`src/rtl/bsg_lane_compactor.sv`:
```
// Lane compactor: takes a word of els_p lanes plus a lane-valid mask and
// emits the valid lanes one per cycle, lowest lane first, on a valid/yumi port.
module bsg_lane_compactor #(
  parameter int width_p = 8,
  parameter int els_p   = 4
) (
  input  logic                       clk_i,
  input  logic                       reset_n_i,
  input  logic                       v_i,
  input  logic [els_p*width_p-1:0]   data_i,
  input  logic [els_p-1:0]           mask_i,
  output logic                       ready_o,
  output logic                       v_o,
  output logic [width_p-1:0]         data_o,
  output logic [$clog2(els_p)-1:0]   idx_o,
  output logic                       last_o,
  input  logic                       yumi_i
);

  localparam int idx_w_lp = $clog2(els_p);

  typedef enum logic {IDLE, EMIT} state_e;

  state_e                     state_q, state_d;
  logic [els_p*width_p-1:0]   data_q, data_d;
  logic [els_p-1:0]           rem_q, rem_d;
  logic [els_p-1:0]           rem_lsb;
  logic [idx_w_lp-1:0]        idx;
  logic [width_p-1:0]         lanes [els_p];
  logic                       emit, onehot, accept;

  for (genvar gi = 0; gi < els_p; gi++) begin : g_lane
    assign lanes[gi] = data_q[gi*width_p +: width_p];
  end

  // Isolate the lowest remaining lane; the loop runs high to low so the
  // lowest set bit is the final assignment.
  assign rem_lsb = rem_q & (~rem_q + 1'b1);

  always_comb begin
    idx = '0;
    for (int k = els_p - 1; k >= 0; k--) begin
      if (rem_q[k]) idx = idx_w_lp'(k);
    end
  end

  assign emit   = (state_q == EMIT);
  assign onehot = (rem_q != '0) && ((rem_q & (rem_q - 1'b1)) == '0);

  assign v_o     = emit;
  assign last_o  = emit & onehot;
  assign idx_o   = emit ? idx : '0;
  assign data_o  = emit ? lanes[idx] : '0;
  // Accepting on the final yumi lets back-to-back words stream without a bubble.
  assign ready_o = ~emit | (onehot & yumi_i);
  assign accept  = v_i & ready_o;

  always_comb begin
    state_d = state_q;
    data_d  = data_q;
    rem_d   = rem_q;
    if (emit && yumi_i) begin
      rem_d = rem_q & ~rem_lsb;
      if (onehot) state_d = IDLE;
    end
    if (accept) begin
      if (mask_i != '0) begin
        data_d  = data_i;
        rem_d   = mask_i;
        state_d = EMIT;
      end else begin
        state_d = IDLE;
      end
    end
  end

  always_ff @(posedge clk_i or negedge reset_n_i) begin
    if (!reset_n_i) begin
      state_q <= IDLE;
      data_q  <= '0;
      rem_q   <= '0;
    end else begin
      state_q <= state_d;
      data_q  <= data_d;
      rem_q   <= rem_d;
    end
  end

  yumi_needs_valid_a: assert property (@(posedge clk_i) disable iff (!reset_n_i)
    !(yumi_i && !v_o));

endmodule

```
`config.mk`:
```
export PLATFORM = sky130hd
export DESIGN_NAME = bsg_lane_compactor
export DESIGN_NICKNAME = d
export VERILOG_FILES = /design/src/rtl/bsg_lane_compactor.sv
export SDC_FILE = /design/constraint.sdc
export NUM_CORES = 1
export LEC_CHECK = 0
export ABC_AREA = 1
export ABC_CLOCK_PERIOD_IN_PS = 3700
export CAP_MARGIN = 15
export CORE_MARGIN = 4
export CORE_UTILIZATION = 54
export CTS_BUF_LIST = sky130_fd_sc_hd__clkbuf_8
export CTS_CLUSTER_DIAMETER = 80
export DETAILED_ROUTE_END_ITERATION = 8
export MAX_ROUTING_LAYER = met4
export PLACE_DENSITY = 0.95
export SYNTH_ARGS = -nofsm -noshare
export SYNTH_HDL_FRONTEND = slang
export SYNTH_SLANG_ARGS = --single-unit
```
`constraint.sdc`:
```
create_clock -name clk_i -period 3.7 [get_ports clk_i]
set_clock_uncertainty 0.15 [all_clocks]
set_input_delay 0.37 -clock clk_i [delete_from_list [all_inputs] [get_ports clk_i]]
set_output_delay 0.37 -clock clk_i [all_outputs]
set_load 0.01 [all_outputs]
```
==> impl_summary.txt, run 1 <==
----------------------------------------------------
[Global route]
  Global Route Usage Sum ... 23.2%
  Initial antenna violation count ... 0
  Largest net degree at the start of global routing ... 38
  Remaining global-route overflow ... 0
  Number of global-route vias before repair ... between 1,500 and 2,000
  Wire length of the first global-routing pass ... approximately 7500 µm

[STA]
  Unrepaired setup endpoints after global routing ... no
  Hold Worst Slack ... 323 ps
  Final Setup Violations ... 0
  Final Hold Vio Count ... 0
  Pin slew with the least headroom to its limit ... 882 ps
  Normalized max-slew margin ... 41.0%
  Min cycle time layout ... 3130 ps
  Summed negative setup slack over all endpoints ... 0 ps
  Maximum clock frequency ... around 0.32 GHz
  Share of the cycle needed by the critical path after routing ... approximately 85%
  Final count of pins violating max slew ... 0

[Detailed routing]
  Number of vias per cell after detailed routing ... roughly 5.4
  Iteration-0 DRC count of the detailed router ... 134
  Drt drc ... 0
  Number of optimization iterations in the first detailed-route pass ... 4
  DRT Wirelength ... 4730 µm
  Detail-routed net length per standard cell ... 13.9 µm
  Number of vias after detailed routing ... 1,842
  Residual antenna-violating net count after detailed routing ... 0

[Clocking]
  H-tree lvl count ... 2
  Buffers inserted by post-CTS timing repair ... 0
  Post-cts repair resize count ... 0
  Clock transition at the registers of the reported paths ... roughly 70 ps
  TritonCTS clock tree ... done
  Clock sink count ... 37
  Clock buffers created by TritonCTS ... 5
  Post-CTS Hold Buffers ... 0
  Root buffer cell ... sky130_fd_sc_hd__clkbuf_8
  Clock latency at the later pin of the worst-skew pair ... 280 ps
  Largest buffer count on any clock path ... 2

[Synthesis]
  Mapped Avg Cell Area ... 7.89 µm²
  Unique cell type count in the Yosys netlist ... 20
  Count of state elements after synthesis ... 37
  Instance count of the mapped netlist ... 251
  Post-Synthesis Net Count ... slightly below 300
  Synthesized area ... just under 2000 µm²
  Sequential cell area fraction in the yosys report ... 46.7%
  Dominant cell type by area after synthesis ... sky130_fd_sc_hd__dfrtp_1
  Leading cell types by total area after synthesis ... sky130_fd_sc_hd__dfrtp_1 (47%), sky130_fd_sc_hd__nand2_1 (17%), sky130_fd_sc_hd__nand4_1 (10%)
  Post-synth top area share ... 46.7%
  Synth warnings ... 0

[Hold path]
  Kind of path behind the tightest hold check ... reg -> reg

[Worst setup path]
  Critical path capture point type ... output port
  Max FO, Critical Path ... 33
  Data arrival at the endpoint of the critical path ... approximately 2600 ps
  Category of the most critical setup path ... reg -> out
  Type of origin of the critical path ... flop
  Worst endpoint required time ... 3180 ps

[Floorplanning]
  Ports ... 53
  # rows ... 21
  Starting Density ... 57.5%
  Die X ... around 70 µm
  Y dimension of the die ... a little under 70 µm
  DIE AREA ... 4700 µm²
  Floorplan core area ... 3440 µm²

[Finish]
  Flip-flop and latch area ... 926 µm²
  Fraction of layout cells with a size suffix above 1 ... 6.10%
  # diodes ... 0
  FILL cells ... around 280
  Final design area excluding fillers ... 2540 µm²
  Area growth from synthesis to final layout ... 28.2%
  Combined area of the multi-input logic cells ... 845 µm²
  Nets@finish ... 334

[Power and ir drop]
  Areal power density over the cells ... ~880 nW/µm²
  Worst voltage drop across the vdd grid ... about 370 µV
  Leakage Power ... approximately 0.0012 µW

[Placement]
  DP HPWL ... 3310 µm
  Area post-placement ... 2460 µm²
  Final GP Congestion ... about 0.85
  I/O Buffers ... 52

[Job]
  Max-capacitance violation count ... 0

[Run status]
  Run status ... completed

----------------------------------------------------
[cells in the mapped netlist]
cell type and count:
sky130_fd_sc_hd__o21ai_1 1, sky130_fd_sc_hd__nor2_4 1, sky130_fd_sc_hd__o211ai_1 8, sky130_fd_sc_hd__nor2_1 4, sky130_fd_sc_hd__inv_1 21, sky130_fd_sc_hd__a21oi_1 18
sky130_fd_sc_hd__nand3_2 1, sky130_fd_sc_hd__nand3_4 1, sky130_fd_sc_hd__buf_6 6, sky130_fd_sc_hd__nand2_2 2, sky130_fd_sc_hd__inv_2 2, sky130_fd_sc_hd__buf_2 6
sky130_fd_sc_hd__dfrtp_1 37, sky130_fd_sc_hd__o21ai_0 9, sky130_fd_sc_hd__nand3_1 5, sky130_fd_sc_hd__nand4_1 32, sky130_fd_sc_hd__clkbuf_1 7, sky130_fd_sc_hd__nor4_1 1
sky130_fd_sc_hd__o21ai_4 1, sky130_fd_sc_hd__nand2_1 88
[report_power, final]
| part | switching [µW] | total [µW] | internal [µW] |
|---|---|---|---|
| sequential | 131 | 730 | 599 |
| clock | 138 | 265 | 128 |
| combinational | 719 | 1250 | 532 |
| total | 987 | 2250 | 1260 |
[kinds of logic after synthesis]
family          Yosys count  synth area share (%)
flops                    37                  46.7
simple gates            135                  31.7
compound gates           37                  10.9
buf+inv                  42                  10.6
[layout by cell type, fill, tap and decap left out]
| cell | netlist | routed |
|---|---|---|
| sky130_fd_sc_hd__buf_4 | 0 | 3 |
| sky130_fd_sc_hd__nor4_1 | 1 | 1 |
| sky130_fd_sc_hd__o211ai_1 | 8 | 8 |
| sky130_fd_sc_hd__clkbuf_8 | 0 | 5 |
| sky130_fd_sc_hd__o21ai_1 | 1 | 1 |
| sky130_fd_sc_hd__a21oi_1 | 18 | 18 |
| sky130_fd_sc_hd__nand2_2 | 2 | 2 |
| sky130_fd_sc_hd__o21ai_4 | 1 | 1 |
| sky130_fd_sc_hd__nand3_4 | 1 | 1 |
| sky130_fd_sc_hd__o21ai_0 | 9 | 9 |
| sky130_fd_sc_hd__nand3_2 | 1 | 1 |
| sky130_fd_sc_hd__inv_2 | 2 | 2 |
| sky130_fd_sc_hd__inv_1 | 21 | 22 |
| sky130_fd_sc_hd__nor2_1 | 4 | 4 |
| sky130_fd_sc_hd__clkinv_2 | 0 | 2 |
| sky130_fd_sc_hd__clkdlybuf4s50_1 | 0 | 52 |
| sky130_fd_sc_hd__dfrtp_1 | 37 | 37 |
| sky130_fd_sc_hd__nand4_1 | 32 | 32 |
| sky130_fd_sc_hd__nand3_1 | 5 | 5 |
| sky130_fd_sc_hd__nor2_4 | 1 | 1 |
| sky130_fd_sc_hd__nand2_1 | 88 | 88 |
[routing by layer]
layer  part of all wire (%)  track usage, %  routed length [µm]
met1                     43            30.4                2050
met5                      0               -                   0
met2                     48            35.3                2270
met4                    1.5            8.19                  71
met3                    7.2            5.35                 342
[area by class of cell]
cell class / count / share of cell area, %
clock buffers: 5 / 2.71
clock inverters: 3 / 0.542
inverters: 23 / 3.40
multi-input cells: 172 / 33.3
flip-flops and latches: 37 / 36.5
well taps: 46 / 2.27
repair buffers: 55 / 21.4
[critical path, stage by stage, from the launching register on]
cell	delay, ps
sky130_fd_sc_hd__dfrtp_1	410
sky130_fd_sc_hd__inv_1	80
sky130_fd_sc_hd__o21ai_1	110
sky130_fd_sc_hd__nand2_1	510
sky130_fd_sc_hd__a21oi_1	300
sky130_fd_sc_hd__o21ai_0	140
sky130_fd_sc_hd__a21oi_1	210
sky130_fd_sc_hd__clkdlybuf4s50_1	560
[final timing paths]
path,start,cells past startpoint,slack [ps],endpoint
max,rem_q[3],7,570,data_o[7]
min,data_q[1],2,320,data_q[1]
max reg2reg,rem_q[0],9,1270,data_q[21]
min reg2reg,data_q[1],2,320,data_q[1]
max in group asynchronous,reset_n_i,2,2740,rem_q[0]
min in group asynchronous,reset_n_i,2,340,data_q[26]
[through the flow]
step	cells	worst slack (ps)	util, %	power (µW)
finish	341	570	73.8	2250
global route	341	275	73.8	2440
CTS	341	558	73.8	2250
detailed placement	333	893	71.4	1980
global placement	333	992	71.4	1930
floorplan	251	1880	-	1570
[state kept, by name (all words and copies together) (netlist names)]
name	cells
data_q	32
v_o	1
rem_q	4
Power figures use the tool's default switching activity.
==> inputs of run 2 (changes only) <==
Settings changed: ABC_CLOCK_PERIOD_IN_PS 3700 to 3010, CORE_UTILIZATION 54 to 50, PLACE_DENSITY 0.95 to 0.93.
Clock period 3.7 ns to 3.01 ns, I/O delays scaled along.
==> run 2 against run 1 <==
Hold slack worse by 30 ps. Clock power up 63%. Non-clock buffer count is 1 higher. Combinational power increased by 26%. Register-to-register slack worse by 450 ps. Die area is 7.1% higher. Design area is 1.7% higher. Flip-flop and latch count unchanged. Sequential power rose by 24%. First-iteration DRC count up 40%. Sequential share of layout area is 0.62 points lower.
==> impl_summary.txt, run 2 (same netlist as run 1, synthesis figures left out) <==
----------------------------------------------------
[STA]
  Min cycle time layout ... 2620 ps
  Hold Worst Slack ... 292 ps (-30.2 ps)
  Normalized max-slew margin ... 62.2% (+21 points)
  Final Setup Violations ... 0 (unchanged)
  Share of the cycle needed by the critical path after routing ... 87.1%
  Summed negative setup slack over all endpoints ... 0 ps (unchanged)
  Final count of pins violating max slew ... 0 (unchanged)
  Maximum clock frequency ... 0.382 GHz
  Final Hold Vio Count ... 0 (unchanged)
  Pin slew with the least headroom to its limit ... 567 ps (-315 ps)
  Unrepaired setup endpoints after global routing ... no

[Power and ir drop]
  Sequential cell fraction of total power ... 31.1% (-1.4 points)
  Areal power density over the cells ... 1120 nW/µm² (+27%)
  Leakage Power ... 0.00126 µW (+1.5%)
  Internal power ... 1670 µW (+33%)
  Combinational fraction of design power ... 54.0% (-1.7 points)
  Net Sw Power ... 1230 µW (+25%)
  Worst voltage drop across the vdd grid ... 514 µV (+38%)
  Clock power frac ... 14.9% (+3.1 points)
  Final Power ... 2900 µW (+29%)
  Switching share of total power ... 42.5% (-1.4 points)

[Worst setup path]
  Worst reg2reg endpoint ... data_q[14]
  Startpoint of the most critical register-to-register path ... rem_q[0]
  Worst endpoint required time ... 2560 ps (-620 ps)
  Cells on worst reg2reg path ... 8 (-1)
  Critical path capture point type ... output port
  Reg2Reg Setup Slack ... 820 ps (-450 ps)
  Data arrival at the endpoint of the critical path ... 2170 ps (-440 ps)
  Category of the most critical setup path ... reg -> out
  Max FO, Critical Path ... 33 (unchanged)
  Type of origin of the critical path ... flop

[Detailed routing]
  DRT Wirelength ... 5000 µm (+5.7%)
  Detailed-route wire length on metal 1 ... 2120 µm (+3.3%)
  Met2 wirelength from detailed routing ... 2460 µm (+8.6%)
  Number of vias after detailed routing ... 1,929 (+4.7%)
  Top Metal Used ... met4
  Drt drc ... 0 (unchanged)
  Number of vias per cell after detailed routing ... 5.61 (+3.8%)
  Number of optimization iterations in the first detailed-route pass ... 4 (unchanged)
  Detail-routed net length per standard cell ... 14.5 µm (+4.7%)
  DR WL met3 ... 351 µm (+2.6%)
  Iteration-0 DRC count of the detailed router ... 188 (+40%)
  Residual antenna-violating net count after detailed routing ... 0 (unchanged)

[Placement]
  Area post-placement ... 2470 µm² (+0.41%)
  DP HPWL ... 3540 µm (+6.9%)
  Final GP Congestion ... 0.888 (+4.9%)
  I/O Buffers ... 52 (unchanged)

[Job]
  Max-capacitance violation count ... 0 (unchanged)

[Global route]
  Largest net degree at the start of global routing ... 38 (unchanged)
  Wire length of the first global-routing pass ... 8200 µm (+8.7%)
  Global Route Usage Sum ... 21.2% (-1.9 points)
  Remaining global-route overflow ... 0 (unchanged)
  Number of global-route vias before repair ... 1,791 (+9.5%)
  Initial antenna violation count ... 0 (unchanged)

[Clocking]
  H-tree lvl count ... 2 (unchanged)
  Post-cts repair resize count ... 0 (unchanged)
  Root buffer cell ... sky130_fd_sc_hd__clkbuf_8
  Largest buffer count on any clock path ... 2 (unchanged)
  Post-CTS Hold Buffers ... 0 (unchanged)
  TritonCTS clock tree ... done
  Clock buffers created by TritonCTS ... 5 (unchanged)
  Buffers inserted by post-CTS timing repair ... 0 (unchanged)
  Clock latency at the later pin of the worst-skew pair ... 290 ps (about the same)
  Clock sink count ... 37 (unchanged)
  Clock transition at the registers of the reported paths ... 70 ps (about the same)

[Finish]
  Area growth from synthesis to final layout ... 30.4%
  Register bank with the most flops ... data_q
  Most common library cell in the layout ignoring fill and taps ... sky130_fd_sc_hd__nand2_1
  Final design area excluding fillers ... 2580 µm² (+1.7%)
  Nets@finish ... 335 (+0.30%)
  Flip-flop count of the largest register after layout ... 32 (unchanged)
  Fraction of layout cells with a size suffix above 1 ... 6.42% (+0.32 points)
  Top library cells by usage in the layout, fill and taps aside ... sky130_fd_sc_hd__nand2_1 (88), sky130_fd_sc_hd__clkdlybuf4s50_1 (52), sky130_fd_sc_hd__dfrtp_1 (37), sky130_fd_sc_hd__nand4_1 (32), sky130_fd_sc_hd__inv_1 (22)
  # diodes ... 0 (unchanged)

[Floorplanning]
  DIE AREA ... 5030 µm² (+7.1%)
  Die X ... 70.9 µm (+3.5%)
  Y dimension of the die ... 70.9 µm (+3.5%)
  Floorplan core area ... 3740 µm² (+8.8%)
  Ports ... 53 (unchanged)
  Starting Density ... 52.9% (-4.6 points)
  # rows ... 22 (+4.8%)

[Run status]
  Run status ... completed

[Hold path]
  Kind of path behind the tightest hold check ... in -> async

----------------------------------------------------
==> run 2: changes by cell type in the layout (fill, tap and decap cells not counted), sizes merged <==
cell	previous run	this run
clkinv	2	0
buf	3	4
clkbuf	5	6
bufinv	0	1
==> run 2: worst max-delay path: stages (launching register included) <==
cell                              delay, ps
sky130_fd_sc_hd__dfrtp_1                420
sky130_fd_sc_hd__inv_1                  110
sky130_fd_sc_hd__o21ai_1                 70
sky130_fd_sc_hd__nand2_1                 60
sky130_fd_sc_hd__buf_4                  280
sky130_fd_sc_hd__o211ai_1               140
sky130_fd_sc_hd__a21oi_1                230
sky130_fd_sc_hd__clkdlybuf4s50_1        570
==> run 2: area by class of cell <==
type                            instances  area (µm²)
Fill cell                             304        1160
Sequential cell                        37         926
Multi-Input combinational cell        172         845
Timing Repair Buffer                   56         551
Inverter                               23        86.3
Clock buffer                            6        82.6
Tap cell                               48        60.1
Clock inverter                          2        33.8
==> run 2: metal layers <==
metal,vias to the layer above,track usage [%]
met3,6,5.26
met5,-,-
li1,925,-
met4,0,6.05
met1,919,27.8
met2,79,33.0
==> run 2: worst max-delay path by stage <==
stage                     end  cells after the start  startpoint  slack, ps
global route        data_o[2]                      8    rem_q[3]        220
detailed placement    ready_o                      6    rem_q[0]        710
floorplan           data_o[0]                      4    rem_q[2]       1250
global placement      ready_o                      6    rem_q[0]        770
CTS                   ready_o                      6    rem_q[0]        390
finish              data_o[0]                      7    rem_q[1]        390
==> run 2: stage by stage <==
stage	utilization, %	instances	setup slack, ps
finish	69.0	344	389
global route	69.0	344	223
CTS	69.0	344	394
detailed placement	65.9	336	710
global placement	65.9	336	768
floorplan	-	251	1250
==> run 2: power groups by stage <==
stage	registers (µW)	clock network, µW	logic (µW)
2_1_floorplan	857	0	1080
3_3_place_gp	895	0	1510
3_5_place_dp	904	0	1560
4_1_cts	899	442	1570
5_1_grt	931	465	1740
6_report	903	433	1570
==> inputs of run 3 (changes only) <==
Settings changed: REMOVE_ABC_BUFFERS set to 1.
==> run 3 against run 2 <==
Worst setup slack got worse by 100 ps. Flip-flop and latch count unchanged. Non-clock buffer count increased by 1. Power is 4.5% lower. Final cell count up 0.29%. Fmax decreased by 3.8%. Via count is 3.5% lower. Core utilization is 0.77 points lower. Combinational power about the same. Sequential power is 2.5% lower. Largest power group unchanged. Highest routed layer unchanged.
==> impl_summary.txt, run 3 (same netlist as run 1, synthesis figures left out) <==
----------------------------------------------------
[Finish]
  Register bank with the most flops ... data_q
  # diodes ... 0 (unchanged)
  Post-route core utilization ... 68.2% (-0.77 points)
  Nets@finish ... 336 (+0.30%)
  Area growth from synthesis to final layout ... 29.0%
  Top library cells by usage in the layout, fill and taps aside ... sky130_fd_sc_hd__nand2_1 (88), sky130_fd_sc_hd__clkdlybuf4s50_1 (51), sky130_fd_sc_hd__dfrtp_1 (37), sky130_fd_sc_hd__nand4_1 (32), sky130_fd_sc_hd__inv_1 (22)
  Fraction of layout cells with a size suffix above 1 ... 6.73% (+0.32 points)
  Flip-flop count of the largest register after layout ... 32 (unchanged)
  Most common library cell in the layout ignoring fill and taps ... sky130_fd_sc_hd__nand2_1

[Global route]
  Most utilized layer in the global route result ... met2
  Remaining global-route overflow ... 0 (unchanged)
  Largest net degree at the start of global routing ... 38 (unchanged)
  GR Layer Usage met3 ... 4.83% (-0.43 points)
  Number of global-route vias before repair ... 1,834 (+2.4%)
  Met1 Use GR ... 23.8% (-4.0 points)
  Initial antenna violation count ... 0 (unchanged)
  M2 GR Usage ... 33.5% (+0.51 points)
  Wire length of the first global-routing pass ... 8020 µm (-2.3%)
  Global Route Usage Sum ... 20.3% (-0.98 points)

[Placement]
  I/O Buffers ... 52 (unchanged)
  DP HPWL ... 3160 µm (-11%)
  Final GP Congestion ... 0.949 (+6.9%)

[Worst setup path]
  Data arrival at the endpoint of the critical path ... 2270 ps (+100 ps)
  Startpoint of the most critical register-to-register path ... rem_q[0]
  Worst reg2reg endpoint ... rem_q[3]
  Cells on worst reg2reg path ... 8 (unchanged)
  Endpoint of the most critical setup path ... data_o[1]
  Category of the most critical setup path ... reg -> out
  Worst endpoint required time ... 2560 ps (about the same)
  Reg2Reg Setup Slack ... 870 ps (+50 ps)
  Critical path capture point type ... output port
  Type of origin of the critical path ... flop
  Crit path launch ... rem_q[3]
  Max FO, Critical Path ... 20 (-39%)

[Detailed routing]
  DRT Wirelength ... 4590 µm (-8.2%)
  Number of vias per cell after detailed routing ... 5.40 (-3.8%)
  Iteration-0 DRC count of the detailed router ... 133 (-29%)
  Number of vias after detailed routing ... 1,862 (-3.5%)
  Residual antenna-violating net count after detailed routing ... 0 (unchanged)
  Detail-routed net length per standard cell ... 13.3 µm (-8.5%)
  Drt drc ... 0 (unchanged)
  Number of optimization iterations in the first detailed-route pass ... 5 (+1)

[Clocking]
  Root buffer cell ... sky130_fd_sc_hd__clkbuf_8
  Clock buffers created by TritonCTS ... 5 (unchanged)
  Clock latency at the later pin of the worst-skew pair ... 290 ps (about the same)
  Largest buffer count on any clock path ... 2 (unchanged)
  Clock sink count ... 37 (unchanged)
  H-tree lvl count ... 2 (unchanged)
  TritonCTS clock tree ... done
  Clock transition at the registers of the reported paths ... 70 ps (about the same)

[STA]
  Final count of pins violating max slew ... 0 (unchanged)
  Final Hold Vio Count ... 0 (unchanged)
  Share of the cycle needed by the critical path after routing ... 90.5% (+3.4 points)
  Final Setup Violations ... 0 (unchanged)
  Maximum clock frequency ... 0.367 GHz (-3.8%)
  Normalized max-slew margin ... 46.9% (-15 points)
  Unrepaired setup endpoints after global routing ... no
  Pin slew with the least headroom to its limit ... 796 ps (+230 ps)
  Summed negative setup slack over all endpoints ... 0 ps (unchanged)
  Min cycle time layout ... 2720 ps (+102 ps)

[Floorplanning]
  Starting Density ... 52.9% (unchanged)
  DIE AREA ... 5030 µm² (unchanged)
  # rows ... 22 (unchanged)
  Y dimension of the die ... 70.9 µm (unchanged)
  Floorplan core area ... 3740 µm² (unchanged)
  Ports ... 53 (unchanged)
  Die X ... 70.9 µm (unchanged)

[Run status]
  Run status ... completed

[Power and ir drop]
  Leakage Power ... 0.00125 µW (-0.75%)
  Areal power density over the cells ... 1090 nW/µm² (-3.4%)
  Worst voltage drop across the vdd grid ... 584 µV (+14%)
  Final Power ... 2770 µW (-4.5%)

[Job]
  Max-capacitance violation count ... 0 (unchanged)

[Hold path]
  Kind of path behind the tightest hold check ... reg -> reg

----------------------------------------------------
run 3: through the flow:
stage / std cells / hold slack [ps] / setup slack, ps / instance area (µm²)
2_1_floorplan: 232 / -145 / 939 / 1860
3_3_place_gp: 336 / 266 / 797 / 2460
3_5_place_dp: 336 / 277 / 750 / 2460
4_1_cts: 345 / 321 / 311 / 2550
5_1_grt: 345 / 344 / 167 / 2550
6_report: 345 / 320 / 287 / 2550
run 3: critical path, cell delays in order (launching register included):
cell                              delay, ps
sky130_fd_sc_hd__dfrtp_1                410
sky130_fd_sc_hd__inv_1                   80
sky130_fd_sc_hd__o21ai_1                160
sky130_fd_sc_hd__nand2_1                120
sky130_fd_sc_hd__buf_4                  210
sky130_fd_sc_hd__a21oi_1                130
sky130_fd_sc_hd__o21ai_0                 90
sky130_fd_sc_hd__a21oi_1                200
sky130_fd_sc_hd__clkdlybuf4s50_1        580
run 3: worst min path at each step:
stage | from | to | slack (ps) | cells past startpoint
after detailed placement | reset_n_i | data_q[23] | 280 | 1
after global routing | data_q[12] | data_q[12] | 340 | 2
after CTS | data_q[31] | data_q[31] | 320 | 2
after floorplan | reset_n_i | data_q[0] | -140 | 0
final | data_q[31] | data_q[31] | 320 | 2
after global placement | reset_n_i | data_q[7] | 270 | 1
run 3: layout make-up:
type / count / area [µm²]
clock buffers: 5 / 68.8
clock inverters: 3 / 13.8
fillers: 316 / 1190
inverters: 23 / 86.3
multi-input cells: 172 / 845
flip-flops and latches: 37 / 926
well taps: 48 / 60.1
repair buffers: 57 / 556
run 3: repair_timing:
action / 4_1_cts / 5_1_grt
endpoints found under the hold margin: 37 / 0
setup buffers: 0 / 0
hold buffers: 1 / 0
resized for setup: 0 / 0
run 3: layer usage:
metal,up-vias,wire length [µm],share of wire [%]
met5,-,0,0
met4,0,112,2.4
met3,16,314,6.8
met2,61,2260,49
met1,858,1900,41
li1,927,-,-
run 3: power breakdown:
part	switching, µW	total [µW]	internal, µW
Combinational	888	1570	678
Clock	170	327	157
Sequential	144	880	735
Total	1200	2770	1570
